$ cat config.mk
export PLATFORM = sky130hd
export DESIGN_NAME = csr_bus_arbiter_flat
export DESIGN_NICKNAME = d
export VERILOG_FILES = /design/src/rtl/csr_bus_arbiter_pkg.sv /design/src/rtl/csr_bus_arbiter_if.sv /design/src/rtl/csr_bus_arbiter_rr_pick.sv /design/src/rtl/csr_bus_arbiter.sv /design/src/flat_wrapper.sv
export SDC_FILE = /design/constraint.sdc
export NUM_CORES = 1
export LEC_CHECK = 0
export ABC_CLOCK_PERIOD_IN_PS = 2400
export CAP_MARGIN = 0
export CORE_ASPECT_RATIO = 0.7
export CORE_MARGIN = 3
export CORE_UTILIZATION = 25
export CTS_BUF_LIST = sky130_fd_sc_hd__clkbuf_4 sky130_fd_sc_hd__clkbuf_8 sky130_fd_sc_hd__clkbuf_16
export CTS_CLUSTER_SIZE = 25
export DETAILED_ROUTE_END_ITERATION = 12
export PLACE_DENSITY = 0.65
export SLEW_MARGIN = 20
export SYNTH_ARGS = -nofsm -noshare
export SYNTH_HDL_FRONTEND = slang
export SYNTH_SLANG_ARGS = --single-unit
$ cat constraint.sdc
create_clock -name clk -period 2.4 [get_ports clk]
set_clock_uncertainty 0.05 [all_clocks]
set_input_delay 0.6 -clock clk [delete_from_list [all_inputs] [get_ports clk]]
set_output_delay 0.6 -clock clk [all_outputs]
set_load 0.05 [all_outputs]
$ cat src/rtl/csr_bus_arbiter_pkg.sv
// Shared constants for the CSR peripheral bus: field widths, modify codes and
// the arbiter's phase encoding.
package csr_bus_pkg;

    localparam int unsigned CSR_ADDR_W = 12;
    localparam int unsigned CSR_DATA_W = 32;

    // Modify codes seen by peripherals; codes 1xx are passed through untouched.
    localparam logic [2:0] MOD_NONE  = 3'b000;
    localparam logic [2:0] MOD_WRITE = 3'b001;
    localparam logic [2:0] MOD_SET   = 3'b010;
    localparam logic [2:0] MOD_CLEAR = 3'b011;

    // Access phases: accept in IDLE, drive payload in ADDR, collect in DATA.
    localparam logic [1:0] ST_IDLE = 2'd0;
    localparam logic [1:0] ST_ADDR = 2'd1;
    localparam logic [1:0] ST_DATA = 2'd2;

endpackage

$ cat src/rtl/csr_bus_arbiter_if.sv
// Requester-side handshake plus peripheral-side bus of the CSR arbiter.
// The master modport is the arbiter's view; slave is the environment's view
// (requesters and the OR-merged peripheral return path).
interface csr_bus_arbiter_if #(
    parameter int unsigned NREQ = 2
) ();
    import csr_bus_pkg::*;

    // Requester side
    logic [NREQ-1:0]            req;
    logic [NREQ*CSR_ADDR_W-1:0] req_addr;
    logic [NREQ-1:0]            req_read;
    logic [NREQ*3-1:0]          req_modify;
    logic [NREQ*CSR_DATA_W-1:0] req_wdata;
    logic [NREQ-1:0]            gnt;
    logic [NREQ-1:0]            rsp_valid;
    logic [CSR_DATA_W-1:0]      rsp_rdata;
    logic                       rsp_err;

    // Peripheral side
    logic [CSR_ADDR_W-1:0]      bus_addr;
    logic                       bus_read;
    logic [2:0]                 bus_modify;
    logic [CSR_DATA_W-1:0]      bus_wdata;
    logic [CSR_DATA_W-1:0]      bus_rdata;
    logic                       bus_valid;

    modport master (
        input  req, req_addr, req_read, req_modify, req_wdata,
        output gnt, rsp_valid, rsp_rdata, rsp_err,
        output bus_addr, bus_read, bus_modify, bus_wdata,
        input  bus_rdata, bus_valid
    );

    modport slave (
        output req, req_addr, req_read, req_modify, req_wdata,
        input  gnt, rsp_valid, rsp_rdata, rsp_err,
        input  bus_addr, bus_read, bus_modify, bus_wdata,
        output bus_rdata, bus_valid
    );

endinterface

$ cat src/rtl/csr_bus_arbiter_rr_pick.sv
// Combinational round-robin selector: one-hot grant to the first requester
// found searching upward from (last+1) mod NREQ, or zero if none requests.
module rr_pick #(
    parameter int unsigned NREQ  = 2,
    parameter int unsigned IDX_W = $clog2(NREQ)
) (
    input  logic [NREQ-1:0]  req,
    input  logic [IDX_W-1:0] last,
    output logic [NREQ-1:0]  gnt
);

    logic [IDX_W-1:0] idx;
    logic             found;

    // Walk the ring once; the requester just served is visited last.
    always_comb begin
        gnt   = '0;
        found = 1'b0;
        idx   = '0;
        for (int unsigned k = 1; k <= NREQ; k++) begin
            idx = IDX_W'((32'(last) + k) % NREQ);
            if (!found && req[idx]) begin
                gnt[idx] = 1'b1;
                found    = 1'b1;
            end
        end
    end

endmodule

$ cat src/rtl/csr_bus_arbiter.sv
// Shares one CSR peripheral bus among NREQ requesters. Every access runs a
// fixed ADDR/DATA phase pair so each peripheral sees exactly one modify pulse;
// the merged read data and an "unmapped" error come back one cycle after DATA.
module csr_bus_arbiter #(
    parameter int unsigned NREQ      = 2,
    parameter logic [11:0] IDLE_ADDR = 12'h000
) (
    input logic               clk,
    input logic               rst,
    csr_bus_arbiter_if.master bus
);
    import csr_bus_pkg::*;

    localparam int unsigned IDX_W = $clog2(NREQ);

    logic [1:0]            state_q, state_d;
    logic [IDX_W-1:0]      last_q;
    logic [NREQ-1:0]       pick;
    logic                  accept;

    // Winner payload, selected from the requester slices
    logic [IDX_W-1:0]      win_idx;
    logic [CSR_ADDR_W-1:0] win_addr;
    logic                  win_read;
    logic [2:0]            win_modify;
    logic [CSR_DATA_W-1:0] win_wdata;

    // Latched access
    logic [CSR_ADDR_W-1:0] addr_q;
    logic                  read_q;
    logic [2:0]            modify_q;
    logic [CSR_DATA_W-1:0] wdata_q;

    // Registered response
    logic [NREQ-1:0]       rsp_valid_q;
    logic [CSR_DATA_W-1:0] rsp_rdata_q;
    logic                  rsp_err_q;

    rr_pick #(
        .NREQ  (NREQ),
        .IDX_W (IDX_W)
    ) u_pick (
        .req  (bus.req),
        .last (last_q),
        .gnt  (pick)
    );

    assign accept  = (state_q == ST_IDLE) && (|bus.req);
    assign bus.gnt = (state_q == ST_IDLE) ? pick : '0;

    // Mux the winning requester's index and payload out of the packed slices.
    always_comb begin
        win_idx    = '0;
        win_addr   = '0;
        win_read   = 1'b0;
        win_modify = MOD_NONE;
        win_wdata  = '0;
        for (int unsigned i = 0; i < NREQ; i++) begin
            if (pick[i]) begin
                win_idx    = IDX_W'(i);
                win_addr   = bus.req_addr[i*CSR_ADDR_W +: CSR_ADDR_W];
                win_read   = bus.req_read[i];
                win_modify = bus.req_modify[i*3 +: 3];
                win_wdata  = bus.req_wdata[i*CSR_DATA_W +: CSR_DATA_W];
            end
        end
    end

    // Phase sequencing: IDLE -> ADDR on accept, then DATA, then back to IDLE.
    always_comb begin
        state_d = state_q;
        case (state_q)
            ST_IDLE: if (accept) state_d = ST_ADDR;
            ST_ADDR: state_d = ST_DATA;
            ST_DATA: state_d = ST_IDLE;
            default: state_d = ST_IDLE;
        endcase
    end

    // State register.
    always_ff @(posedge clk) begin
        if (rst) begin
            state_q <= ST_IDLE;
        end else begin
            state_q <= state_d;
        end
    end

    // Capture winner payload and index on accept; last_q doubles as the
    // index of the access in flight.
    always_ff @(posedge clk) begin
        if (rst) begin
            last_q   <= IDX_W'(NREQ - 1);
            addr_q   <= '0;
            read_q   <= 1'b0;
            modify_q <= MOD_NONE;
            wdata_q  <= '0;
        end else if (accept) begin
            last_q   <= win_idx;
            addr_q   <= win_addr;
            read_q   <= win_read;
            modify_q <= win_modify;
            wdata_q  <= win_wdata;
        end
    end

    // Bus drive per phase; DATA keeps the address but zeroes modify so the
    // peripherals' re-decode has no side effect.
    always_comb begin
        bus.bus_addr   = IDLE_ADDR;
        bus.bus_read   = 1'b0;
        bus.bus_modify = MOD_NONE;
        bus.bus_wdata  = '0;
        case (state_q)
            ST_ADDR: begin
                bus.bus_addr   = addr_q;
                bus.bus_read   = read_q;
                bus.bus_modify = modify_q;
                bus.bus_wdata  = wdata_q;
            end
            ST_DATA: begin
                bus.bus_addr = addr_q;
            end
            default: ;
        endcase
    end

    // Collect the peripheral answer at the end of DATA; data/err hold until
    // the next response.
    always_ff @(posedge clk) begin
        if (rst) begin
            rsp_valid_q <= '0;
            rsp_rdata_q <= '0;
            rsp_err_q   <= 1'b0;
        end else begin
            rsp_valid_q <= '0;
            if (state_q == ST_DATA) begin
                rsp_valid_q <= NREQ'(1) << last_q;
                rsp_rdata_q <= bus.bus_valid ? bus.bus_rdata : '0;
                rsp_err_q   <= ~bus.bus_valid;
            end
        end
    end

    assign bus.rsp_valid = rsp_valid_q;
    assign bus.rsp_rdata = rsp_rdata_q;
    assign bus.rsp_err   = rsp_err_q;

endmodule

$ cat src/flat_wrapper.sv
// flat-port wrapper written by rule: the top's interface ports become plain ports
module csr_bus_arbiter_flat import csr_bus_pkg::*;
#(
    parameter int unsigned NREQ      = 2,
    parameter logic [11:0] IDLE_ADDR = 12'h000
)
  (clk, rst, bus_req, bus_req_addr, bus_req_read, bus_req_modify, bus_req_wdata, bus_gnt, bus_rsp_valid, bus_rsp_rdata, bus_rsp_err, bus_bus_addr, bus_bus_read, bus_bus_modify, bus_bus_wdata, bus_bus_rdata, bus_bus_valid);
  csr_bus_arbiter_if #(.NREQ(NREQ)) bus_i ();
  input logic clk;
  input logic rst;
  input wire logic [$bits(bus_i.req)-1:0] bus_req;
  input wire logic [$bits(bus_i.req_addr)-1:0] bus_req_addr;
  input wire logic [$bits(bus_i.req_read)-1:0] bus_req_read;
  input wire logic [$bits(bus_i.req_modify)-1:0] bus_req_modify;
  input wire logic [$bits(bus_i.req_wdata)-1:0] bus_req_wdata;
  output wire logic [$bits(bus_i.gnt)-1:0] bus_gnt;
  output wire logic [$bits(bus_i.rsp_valid)-1:0] bus_rsp_valid;
  output wire logic [$bits(bus_i.rsp_rdata)-1:0] bus_rsp_rdata;
  output wire logic [$bits(bus_i.rsp_err)-1:0] bus_rsp_err;
  output wire logic [$bits(bus_i.bus_addr)-1:0] bus_bus_addr;
  output wire logic [$bits(bus_i.bus_read)-1:0] bus_bus_read;
  output wire logic [$bits(bus_i.bus_modify)-1:0] bus_bus_modify;
  output wire logic [$bits(bus_i.bus_wdata)-1:0] bus_bus_wdata;
  input wire logic [$bits(bus_i.bus_rdata)-1:0] bus_bus_rdata;
  input wire logic [$bits(bus_i.bus_valid)-1:0] bus_bus_valid;
  assign bus_i.req = bus_req;
  assign bus_i.req_addr = bus_req_addr;
  assign bus_i.req_read = bus_req_read;
  assign bus_i.req_modify = bus_req_modify;
  assign bus_i.req_wdata = bus_req_wdata;
  assign bus_gnt = bus_i.gnt;
  assign bus_rsp_valid = bus_i.rsp_valid;
  assign bus_rsp_rdata = bus_i.rsp_rdata;
  assign bus_rsp_err = bus_i.rsp_err;
  assign bus_bus_addr = bus_i.bus_addr;
  assign bus_bus_read = bus_i.bus_read;
  assign bus_bus_modify = bus_i.bus_modify;
  assign bus_bus_wdata = bus_i.bus_wdata;
  assign bus_i.bus_rdata = bus_bus_rdata;
  assign bus_i.bus_valid = bus_bus_valid;
  csr_bus_arbiter #(.NREQ(NREQ), .IDLE_ADDR(IDLE_ADDR)) u_core (.clk(clk), .rst(rst), .bus(bus_i));
endmodule
==> impl_metrics.env <==
export IMPL_crit_path_start_kind="flip-flop"
export IMPL_antenna_cells=0
export IMPL_die_y_microns=110.6
export IMPL_fin_tns_setup_ns=0
export IMPL_crit_path_max_fanout=12
export IMPL_combinationalPowerShare_pct=30.7
export IMPL_power_switching_uw=1404
export IMPL_io_pin_count=218
export IMPL_syn_to_final_growth_pct=80.96
export IMPL_power_density_nw_per_um2=645.2
export IMPL_netSwitchingFraction_pct=30.80
export IMPL_min_delay_path_class="flip-flop to flip-flop"
export IMPL_postCtsHoldBufs=0
export IMPL_multi_input_area_sq_um=1973
export IMPL_synthesis_instances=446
export IMPL_layout_common_cells="166 x sky130_fd_sc_hd__clkdlybuf4s50_1, 89 x sky130_fd_sc_hd__nor3_1, 86 x sky130_fd_sc_hd__dfxtp_1, 52 x sky130_fd_sc_hd__buf_12, 49 x sky130_fd_sc_hd__and2_1"
export IMPL_total_leakage_power_uw=0.002581
export IMPL_relSlewSlack_pct=55.81
export IMPL_groute_usage_overall_pct=15.93
export IMPL_timing_final_crit_share_pct=95.74
export IMPL_final_layout_size_suffix_gt1_share_pct=16.28
export IMPL_die_width_microns=155.4
export IMPL_floorplan_initialDensity_pct=26.03
export IMPL_fmax_ghz=0.4352
export IMPL_ff_latch_area_sq_um=1722
export IMPL_sequential_share_of_the_synthesized_area_pct=44.10
export IMPL_grt_ovfl_total=0
export IMPL_rsz0062_at_grt="false"
export IMPL_drt_pass1_iter_count=4
export IMPL_cell_internal_pwr_uw=3154
export IMPL_route_detailed_vias_per_inst=4.846
export IMPL_clock_buffer_count_from_cts=9
export IMPL_rows=37
export IMPL_postSynthRegisterBits=86
export IMPL_post_cts_setup_repair_buffer_count=0
export IMPL_routed_wire_length_per_instance_microns=17.06
export IMPL_cts_num_sinks=86
export IMPL_grt_first_pass_wirelength_microns=22270
export IMPL_timing_final_max_slew_violations=0
export IMPL_antenna_violations_before_repair=0
export IMPL_critical_setup_path_kind="flip-flop to output pin"
export IMPL_finalNetCount=777
export IMPL_globalplace_congestion=0.7924
export IMPL_fillCellCount=1414
export IMPL_drt_wl_total_microns=14330
export IMPL_tightest_slew_ns=0.6628
export IMPL_utilization_pct=47.10
export IMPL_dp_final_hpwl_microns=10220
export IMPL_syn_area_per_cell_sq_um=8.753
export IMPL_synth_net_count=583
export IMPL_clock_latency_ns=0.33
export IMPL_run_status="finished, final reports clean"
export IMPL_core_area_sq_um=15000
export IMPL_cts_htree_levels=3
export IMPL_io_buffer_count=217
export IMPL_dieArea_sq_um=17170
export IMPL_detail_route_drc_violations=0
export IMPL_syn_area_sq_um=3904
export IMPL_power_frac_seq_pct=35.6
export IMPL_clockPowerShare_pct=33.7
export IMPL_synthesis_yosys_warnings=0
export IMPL_vdd_ir_drop_worst_mv=0.3734
export IMPL_postRouteAntennaNets=0
export IMPL_mostFrequentLayoutCell="sky130_fd_sc_hd__clkdlybuf4s50_1"
export IMPL_cts_path_max_buffers=2
export IMPL_clock_tree_root_cell="sky130_fd_sc_hd__clkbuf_16"
export IMPL_grt_pass1_vias=4157
export IMPL_worstPathArrival_ns=1.65
export IMPL_timing_reg2reg_setup_slack_ns=0.56
export IMPL_timing_final_crit_period_ns=2.298
export IMPL_tritoncts="yes"
export IMPL_worstSetupEndpointType="output pin"
export IMPL_dr_total_vias=4071
export IMPL_finalSetupViolations=0
export IMPL_worst_endpoint_required_ns=1.75
export IMPL_postCtsResizedCells=1
export IMPL_dr_first_iter_drc_count=197
export IMPL_synth_cell_types=26
export IMPL_cap_viol_max_count=0
export IMPL_worst_setup_hold_path_clk_slew_ns=0.07
export IMPL_grt_start_max_net_pins=87
export IMPL_hold_violations=0
## power by group through the flow
stage          registers [uW]  logic, uW  clock network (uW)
6_report                 1620       1400                1540
3_5_place_dp             1650       1410                   0
3_3_place_gp             1650       1390                   0
2_1_floorplan            1690        702                   0
5_1_grt                  1640       1490                1640
4_1_cts                  1620       1420                1590
## synthesized netlist by cell type
| cell | count | share of area (%) |
|---|---|---|
| sky130_fd_sc_hd__nand2b_1 | 1 | 0.16 |
| sky130_fd_sc_hd__nor3_1 | 89 | 11 |
| sky130_fd_sc_hd__clkbuf_2 | 1 | 0.13 |
| sky130_fd_sc_hd__buf_2 | 12 | 1.5 |
| sky130_fd_sc_hd__nor3_2 | 9 | 2.3 |
| sky130_fd_sc_hd__buf_4 | 2 | 0.38 |
| sky130_fd_sc_hd__a211o_1 | 1 | 0.22 |
| sky130_fd_sc_hd__nor2_1 | 36 | 3.5 |
| sky130_fd_sc_hd__nand3_1 | 1 | 0.13 |
| sky130_fd_sc_hd__inv_1 | 2 | 0.19 |
| sky130_fd_sc_hd__ha_1 | 4 | 1.3 |
| sky130_fd_sc_hd__buf_1 | 2 | 0.19 |
| sky130_fd_sc_hd__o32ai_1 | 39 | 8.8 |
| sky130_fd_sc_hd__nor2b_1 | 31 | 5.0 |
| sky130_fd_sc_hd__buf_6 | 2 | 0.58 |
| sky130_fd_sc_hd__mux2i_1 | 1 | 0.26 |
| sky130_fd_sc_hd__dfxtp_1 | 86 | 44 |
| sky130_fd_sc_hd__nor3b_1 | 3 | 0.58 |
| sky130_fd_sc_hd__o21a_1 | 1 | 0.19 |
| sky130_fd_sc_hd__and3b_1 | 1 | 0.22 |
| sky130_fd_sc_hd__and2_1 | 50 | 8.0 |
| sky130_fd_sc_hd__a21oi_1 | 32 | 4.1 |
| sky130_fd_sc_hd__clkbuf_1 | 28 | 2.7 |
| sky130_fd_sc_hd__and2b_1 | 1 | 0.19 |
| sky130_fd_sc_hd__nand2_1 | 2 | 0.19 |
| sky130_fd_sc_hd__o32ai_2 | 9 | 3.7 |
## stage by stage
stage                     area, sq um  total power, uW  setup WS, ns  std cells  hold slack [ns]
after detailed placement         6734             3063        0.1222        824           0.4174
after global placement           6734             3033       0.09220        824           0.4052
after floorplan                  3906             2389        0.1321        446           0.4143
final                            7064             4558        0.1021        840           0.4307
after CTS                        7064             4628       0.06125        840           0.4373
after global routing             7064             4761       0.01331        840           0.4517
## worst max-delay path: stages, from the launching register on
cell	delay [ns]
sky130_fd_sc_hd__dfxtp_1	0.39
sky130_fd_sc_hd__inv_1	0.09
sky130_fd_sc_hd__ha_2	0.46
sky130_fd_sc_hd__and2_1	0.23
sky130_fd_sc_hd__buf_12	0.15
## registers in the layout, indices dropped and copies added, names as in the netlist
signal	count
u_core.addr_q	12
u_core.bus.rsp_rdata	32
u_core.wdata_q	32
u_core.bus.rsp_valid	2
u_core.read_q	1
u_core.last_q	1
u_core.bus.rsp_err	1
u_core.state_q	2
u_core.modify_q	3
## path summary, 6_finish.rpt
check                                                      from  cells past startpoint                                   end
worst max register to register   u_core.state_q[0]$_SDFFE_PP0P_                      6  u_core.bus.rsp_rdata[1]$_SDFFE_PP0N_
worst max-delay path             u_core.state_q[0]$_SDFFE_PP0P_                      4                      bus_bus_addr[10]
worst min-delay path            u_core.bus.rsp_err$_SDFFE_PP0N_                      2       u_core.bus.rsp_err$_SDFFE_PP0N_
worst min register to register  u_core.bus.rsp_err$_SDFFE_PP0N_                      2       u_core.bus.rsp_err$_SDFFE_PP0N_
## kinds of logic (layout without fill, tap and decap cells)
| kind of cell | Yosys count | after routing | share of synthesized area [%] |
|---|---|---|---|
| AOI/OAI and AO/OA | 82 | 82 | 17.02 |
| adders and majority gates | 4 | 4 | 1.282 |
| buffers and inverters | 49 | 248 | 5.705 |
| DFF | 86 | 86 | 44.10 |
| muxes | 1 | 1 | 0.2564 |
| and+or+nand+nor | 224 | 224 | 31.64 |
## layer usage
layer | track usage, % | up-vias | share of wire, %
li1 | - | 1984 | -
met1 | 20.18 | 1925 | 43
met2 | 26.08 | 146 | 47
met3 | 5.445 | 16 | 8.0
met4 | 3.732 | 0 | 1.2
met5 | 0 | - | 0
## cell type report
type,instances,area share [%]
Clock inverter,7,1.452
Timing Repair Buffer,230,39.50
Sequential cell,86,24.37
Inverter,2,0.1063
Multi-Input combinational cell,311,27.93
Tap cell,195,3.454
Clock buffer,9,3.188
Power figures use the tool's default switching activity.
